**config.mk**
```make
export PLATFORM = sky130hd
export DESIGN_NAME = x_pattern_serializer_flat
export DESIGN_NICKNAME = d
export VERILOG_FILES = /design/src/rtl/x_pattern_serializer_if.sv /design/src/rtl/x_pattern_serializer.sv /design/src/flat_wrapper.sv
export SDC_FILE = /design/constraint.sdc
export NUM_CORES = 1
export LEC_CHECK = 0
export BUFFER_PORTS_ARGS = -buffer_cell sky130_fd_sc_hd__buf_4
export CAP_MARGIN = 20
export CORE_ASPECT_RATIO = 0.7
export CORE_MARGIN = 2
export CORE_UTILIZATION = 55
export CTS_CLUSTER_DIAMETER = 50
export CTS_CLUSTER_SIZE = 10
export DETAILED_ROUTE_END_ITERATION = 10
export GPL_TIMING_DRIVEN = 0
export PLACE_DENSITY = 0.75
export SYNTH_ARGS = -nofsm -noshare
export SYNTH_HDL_FRONTEND = slang
export SYNTH_SLANG_ARGS = --single-unit
```
**constraint.sdc**
```tcl
create_clock -name clk -period 4.8 [get_ports clk]
set_clock_uncertainty 0.1 [all_clocks]
set_input_delay 0.48 -clock clk [delete_from_list [all_inputs] [get_ports clk]]
set_output_delay 0.48 -clock clk [all_outputs]
set_load 0.02 [all_outputs]
```
**src/rtl/x_pattern_serializer_if.sv**
```systemverilog
// ---------------------------------------------------------------------------
// x_pattern_serializer_if
//   Bundles the pattern handshake and serial-output signals of
//   x_pattern_serializer.
//   master : pattern producer (drives in_valid/in_data/in_len, observes the rest)
//   slave  : the serializer itself
//   Signals:
//     in_valid    pattern offered
//     in_ready    serializer can accept a pattern
//     in_data     pattern bits, low L bits are sent MSB-first
//     in_len      pattern length L (0 or >WIDTH means WIDTH)
//     x           serial bit
//     x_valid     x carries a pattern bit
//     frame_start x shows the first bit of a pattern
//     frame_end   x shows the last bit of a pattern
//     busy        shifter active or hold buffer full
// ---------------------------------------------------------------------------
interface x_pattern_serializer_if #(
  parameter int WIDTH = 8
);
  logic             in_valid;
  logic             in_ready;
  logic [WIDTH-1:0] in_data;
  logic [3:0]       in_len;
  logic             x;
  logic             x_valid;
  logic             frame_start;
  logic             frame_end;
  logic             busy;

  modport master (
    output in_valid, in_data, in_len,
    input  in_ready, x, x_valid, frame_start, frame_end, busy
  );

  modport slave (
    input  in_valid, in_data, in_len,
    output in_ready, x, x_valid, frame_start, frame_end, busy
  );
endinterface

```
**src/rtl/x_pattern_serializer.sv**
```systemverilog
// ---------------------------------------------------------------------------
// x_pattern_serializer
//   Accepts parallel bit patterns over a valid/ready handshake and shifts them
//   out MSB-first, one bit per clock, on the serial line x. A one-entry hold
//   buffer accepts the next pattern while the current one shifts, so
//   back-to-back patterns form a gap-free bit stream.
//   Ports:
//     clk  rising-edge clock
//     rst  asynchronous active-high reset
//     bus  slave side of x_pattern_serializer_if (handshake + serial outputs)
//   Parameters:
//     WIDTH   maximum pattern length, 1..15
//     IDLE_X  level on x while no pattern is shifting
// ---------------------------------------------------------------------------
module x_pattern_serializer #(
  parameter int   WIDTH  = 8,
  parameter logic IDLE_X = 1'b0
) (
  input  logic                   clk,
  input  logic                   rst,
  x_pattern_serializer_if.slave  bus
);

  localparam logic [3:0] WIDTH4 = 4'(WIDTH);

  typedef enum logic {IDLE, SHIFT} state_t;

  state_t           state, state_nxt;
  logic [WIDTH-1:0] sh, sh_nxt;
  logic [3:0]       rem, rem_nxt;
  logic [3:0]       len_q, len_nxt;
  logic             hold_valid, hold_valid_nxt;
  logic [WIDTH-1:0] hold_data, hold_data_nxt;
  logic [3:0]       hold_len, hold_len_nxt;

  logic             accept;
  logic             frame_done;
  logic [3:0]       in_len_c;

  // Lengths of 0 or beyond WIDTH mean a full-width pattern.
  function automatic logic [3:0] clamp_len(input logic [3:0] l);
    if (l == 4'd0 || l > WIDTH4) return WIDTH4;
    return l;
  endfunction

  // Left-justify the low l bits so the first bit to send sits in the MSB.
  function automatic logic [WIDTH-1:0] align(input logic [WIDTH-1:0] d,
                                             input logic [3:0]       l);
    return d << (WIDTH4 - l);
  endfunction

  assign bus.in_ready = !hold_valid && !rst;
  assign accept       = bus.in_valid && bus.in_ready;
  assign in_len_c     = clamp_len(bus.in_len);
  // The shifter can take a new word on this edge: either idle, or its last
  // bit is on the line now.
  assign frame_done   = (state == IDLE) || (rem == 4'd1);

  always_comb begin
    state_nxt      = state;
    sh_nxt         = sh;
    rem_nxt        = rem;
    len_nxt        = len_q;
    hold_valid_nxt = hold_valid;
    hold_data_nxt  = hold_data;
    hold_len_nxt   = hold_len;

    if (frame_done) begin
      if (hold_valid) begin
        // in_ready is low here, so no accept can collide with the refill.
        sh_nxt         = align(hold_data, hold_len);
        rem_nxt        = hold_len;
        len_nxt        = hold_len;
        hold_valid_nxt = 1'b0;
      end else if (accept) begin
        sh_nxt  = align(bus.in_data, in_len_c);
        rem_nxt = in_len_c;
        len_nxt = in_len_c;
      end else begin
        if (state == SHIFT) sh_nxt = sh << 1;
        rem_nxt = 4'd0;
      end
    end else begin
      sh_nxt  = sh << 1;
      rem_nxt = rem - 4'd1;
      if (accept) begin
        hold_valid_nxt = 1'b1;
        hold_data_nxt  = bus.in_data;
        hold_len_nxt   = in_len_c;
      end
    end

    state_nxt = (rem_nxt != 4'd0) ? SHIFT : IDLE;
  end

  always_ff @(posedge clk or posedge rst) begin
    if (rst) begin
      state      <= IDLE;
      sh         <= '0;
      rem        <= 4'd0;
      len_q      <= 4'd0;
      hold_valid <= 1'b0;
    end else begin
      state      <= state_nxt;
      sh         <= sh_nxt;
      rem        <= rem_nxt;
      len_q      <= len_nxt;
      hold_valid <= hold_valid_nxt;
    end
  end

  // Hold payload is qualified by hold_valid, so it needs no reset.
  always_ff @(posedge clk) begin
    hold_data <= hold_data_nxt;
    hold_len  <= hold_len_nxt;
  end

  assign bus.x           = (state == SHIFT) ? sh[WIDTH-1] : IDLE_X;
  assign bus.x_valid     = (state == SHIFT);
  assign bus.frame_start = (state == SHIFT) && (rem == len_q);
  assign bus.frame_end   = (state == SHIFT) && (rem == 4'd1);
  assign bus.busy        = (rem != 4'd0) || hold_valid;

endmodule

```
**src/flat_wrapper.sv**
```systemverilog
// flat-port wrapper written by rule: the top's interface ports become plain ports
module x_pattern_serializer_flat 
#(
  parameter int   WIDTH  = 8,
  parameter logic IDLE_X = 1'b0
)
  (clk, rst, bus_in_valid, bus_in_data, bus_in_len, bus_in_ready, bus_x, bus_x_valid, bus_frame_start, bus_frame_end, bus_busy);
  x_pattern_serializer_if #(.WIDTH(WIDTH)) bus_i ();
  input  logic clk;
  input  logic rst;
  input wire logic [$bits(bus_i.in_valid)-1:0] bus_in_valid;
  input wire logic [$bits(bus_i.in_data)-1:0] bus_in_data;
  input wire logic [$bits(bus_i.in_len)-1:0] bus_in_len;
  output wire logic [$bits(bus_i.in_ready)-1:0] bus_in_ready;
  output wire logic [$bits(bus_i.x)-1:0] bus_x;
  output wire logic [$bits(bus_i.x_valid)-1:0] bus_x_valid;
  output wire logic [$bits(bus_i.frame_start)-1:0] bus_frame_start;
  output wire logic [$bits(bus_i.frame_end)-1:0] bus_frame_end;
  output wire logic [$bits(bus_i.busy)-1:0] bus_busy;
  assign bus_i.in_valid = bus_in_valid;
  assign bus_i.in_data = bus_in_data;
  assign bus_i.in_len = bus_in_len;
  assign bus_in_ready = bus_i.in_ready;
  assign bus_x = bus_i.x;
  assign bus_x_valid = bus_i.x_valid;
  assign bus_frame_start = bus_i.frame_start;
  assign bus_frame_end = bus_i.frame_end;
  assign bus_busy = bus_i.busy;
  x_pattern_serializer #(.WIDTH(WIDTH), .IDLE_X(IDLE_X)) u_core (.clk(clk), .rst(rst), .bus(bus_i));
endmodule
```
==> results.py <==
metrics = {
    "cells_and_area": {
        "finalCoreUtilization": 0.6681,
        "final_nets": 252,
        "antenna_cells": 0,
        "drive_gt1_frac": 0.2146,
        "stdcell_count": 283,
        "syn2layout_area_growth_pct": 14.56,
        "final_area_um2": 2392,
    },
    "floorplanning": {
        "dieArea_um2": 4314,
        "initial_core_util": 0.5832,
        "dieHeight_um": 55.56,
        "fp.coreArea_um2": 3581,
        "io_pins": 21,
        "die_w_um": 77.65,
        "num_rows": 18,
    },
    "hold_path": {
        "min_path_type": "primary input to async pin",
    },
    "routing": {
        "final_antenna_net_count": 0,
        "drt-total-wl_um": 5086,
        "wire_per_inst_um": 17.97,
        "vias": 1755,
        "viasPerCell": 6.201,
        "drc": 0,
        "drt_first_iter_violations": 219,
        "first_pass_iters": 6,
    },
    "placed_design": {
        "gp_congestion": 0.9466,
        "postPlaceCellArea_um2": 2301,
        "place_inst": 274,
        "hpwl_um": 3869,
        "port_buffers": 20,
    },
    "critical_path": {
        "worstPathRequired_ns": 4.84,
        "start_kind": "register",
        "critPathCaptureType": "register",
        "critical_path_class": "register to register",
        "cp_max_fo": 10,
        "worstPathArrival_ns": 2.67,
    },
    "clock_network": {
        "numCtsBuffers": 5,
        "clk_latency_ns": 0.28,
        "cts_sinks": 30,
        "ctsHoldBuffers": 0,
        "cts_root_buf": "clkbuf_8",
        "path_clk_slew_ns": 0.06,
        "tritoncts": "yes",
        "cts_setup_buffers": 0,
        "htree_levels": 2,
        "cts_buffer_depth": 2,
        "cts_resized": 0,
    },
    "sta": {
        "fin_tns_setup_ns": 0,
        "setup_viol": 0,
        "fin_crit_sh": 0.5481,
        "hold_viol_final": 0,
        "slew_headroom": 0.5301,
        "fmax_mhz": 380.1,
        "worst_pin_slew_ns": 0.7040,
        "slew_violations": 0,
        "post-route-min-period_ns": 2.631,
        "rsz0062_at_grt": "no",
    },
    "power": {
        "p_leak_uw": 0.0009871,
        "ir_worst_vdd_v": 0.0002364,
        "power_uw": 1154,
        "p_per_area_nw_per_um2": 482.4,
    },
    "global_route": {
        "grt_max_degree": 19,
        "grt-ovfl-total": 0,
        "grt_pass1_wl_um": 8300,
        "grtUsageTotal": 0.2496,
        "first_global_vias": 1671,
        "antenna_found_initial": 0,
    },
    "synth": {
        "netlist_top_cells_area": "dfrtp_1, edfxtp_1, mux4_2, nand2_1, mux2i_1",
        "synth.distinct_cells": 57,
        "synth.top_cell.area_share": 0.2157,
        "syn_nets": 224,
        "synthCells": 204,
        "synth.cell_area_um2": 2088,
        "synth_edf_count": 12,
        "synth_ff_type": "dfrtp_1",
        "synth-seq-cells": 30,
        "yosysSeqAreaShare": 0.3883,
        "synth_area_per_cell_um2": 10.24,
        "yosysWarningCount": 0,
        "yosysTopAreaCell": "dfrtp_1",
        "async_reset_ff_frac": 0.6000,
    },
    "status": {
        "outcome": "finished clean",
    },
    "run": {
        "max_cap_violations": 0,
    },
}
==> critical path, stage by stage, from the launching register on <==
cell and delay [ns]:
edfxtp_1 0.49, buf_2 0.30, inv_1 0.07, ha_1 0.33, clkbuf_1 0.35, mux4_2 0.36
nand2_1 0.08, o311ai_0 0.17, o211ai_1 0.16, a21oi_1 0.07
==> final cells by class <==
class,instances,area [um2]
Buffer,11,62.56
Clock buffer,8,80.08
Fill cell,276,1189
Inverter,11,41.29
Multi-Input combinational cell,152,1174
Sequential cell,30,810.8
Tap cell,50,62.56
Timing Repair Buffer,21,161.4
==> per-layer routing <==
metal / GRT usage / up-vias / wire length [um]
met5: 0 / - / 0
met4: 0.07908 / 0 / 46
met3: 0.05392 / 8 / 434
met2: 0.3448 / 75 / 2159
met1: 0.3868 / 845 / 2446
li1: - / 827 / -
==> cells in the final DEF, fill, tap and decap left out, types with 5 or more instances in the layout <==
cell,instances
nand2_1,20
buf_4,20
dfrtp_1,18
edfxtp_1,12
inv_1,11
nor2_1,11
mux4_2,7
clkbuf_1,7
mux2i_1,7
o21ai_0,7
a21oi_1,7
nand3_1,7
xnor2_1,6
o21ai_1,6
buf_2,5
nor3_1,5
ha_1,5
clkbuf_8,5
==> metrics by stage <==
step                      setup WS, ns  hold slack (ns)
after global routing             2.037           0.2846
final                            2.169           0.2305
after detailed placement         1.962           0.3885
after global placement           2.033           0.3752
after CTS                        2.216           0.2484
after floorplan                  2.461           0.3186
==> logic make-up (layout without fill, tap and decap cells) <==
| logic type | Yosys count | count (layout) | share of synthesized area |
|---|---|---|---|
| simple gates | 69 | 69 | 0.1851 |
| flops | 30 | 30 | 0.3883 |
| compound gates | 49 | 49 | 0.1654 |
| buf+inv | 22 | 51 | 0.04973 |
| mux | 19 | 19 | 0.1360 |
| xor+xnor | 10 | 10 | 0.04554 |
| fa+ha+maj | 5 | 5 | 0.02996 |
==> flip-flops by register name (all words and copies together), names as in the netlist <==
register	count
u_core.hold_len	4
u_core.len_q	4
u_core.sh	8
u_core.bus.x_valid	1
u_core.hold_data	8
u_core.hold_valid	1
u_core.rem	4
==> power breakdown <==
group          total, uW  switching (uW)  internal, uW
combinational        544             303           241
sequential           417            75.4           342
clock                193            90.1           103
total               1150             469           685
==> path summary, 6_finish.rpt <==
kind	startpoint	cells past startpoint	slack, ns	endpoint
min in group clk	bus_in_data[6]	1	0.29	u_core.hold_data[6]$_DFFE_PP_
worst min-delay path	rst	2	0.23	u_core.len_q[2]$_DFFE_PP0P_
worst max register to register	u_core.hold_len[0]$_DFFE_PP_	9	2.17	u_core.sh[4]$_DFFE_PP0P_
worst max-delay path	u_core.hold_len[0]$_DFFE_PP_	9	2.17	u_core.sh[4]$_DFFE_PP0P_
max in group asynchronous	rst	2	3.91	u_core.sh[4]$_DFFE_PP0P_
worst min register to register	u_core.sh[7]$_DFFE_PP0P_	2	0.40	u_core.sh[7]$_DFFE_PP0P_
==> synth_stat cells (6+ instances only) <==
| cell type | n |
|---|---|
| edfxtp_1 | 12 |
| nand3_1 | 7 |
| a21oi_1 | 7 |
| nor2_1 | 11 |
| nand2_1 | 20 |
| o21ai_0 | 7 |
| o21ai_1 | 6 |
| inv_1 | 11 |
| dfrtp_1 | 18 |
| mux4_2 | 7 |
| xnor2_1 | 6 |
| mux2i_1 | 7 |
(Power assumes the default switching activity.)
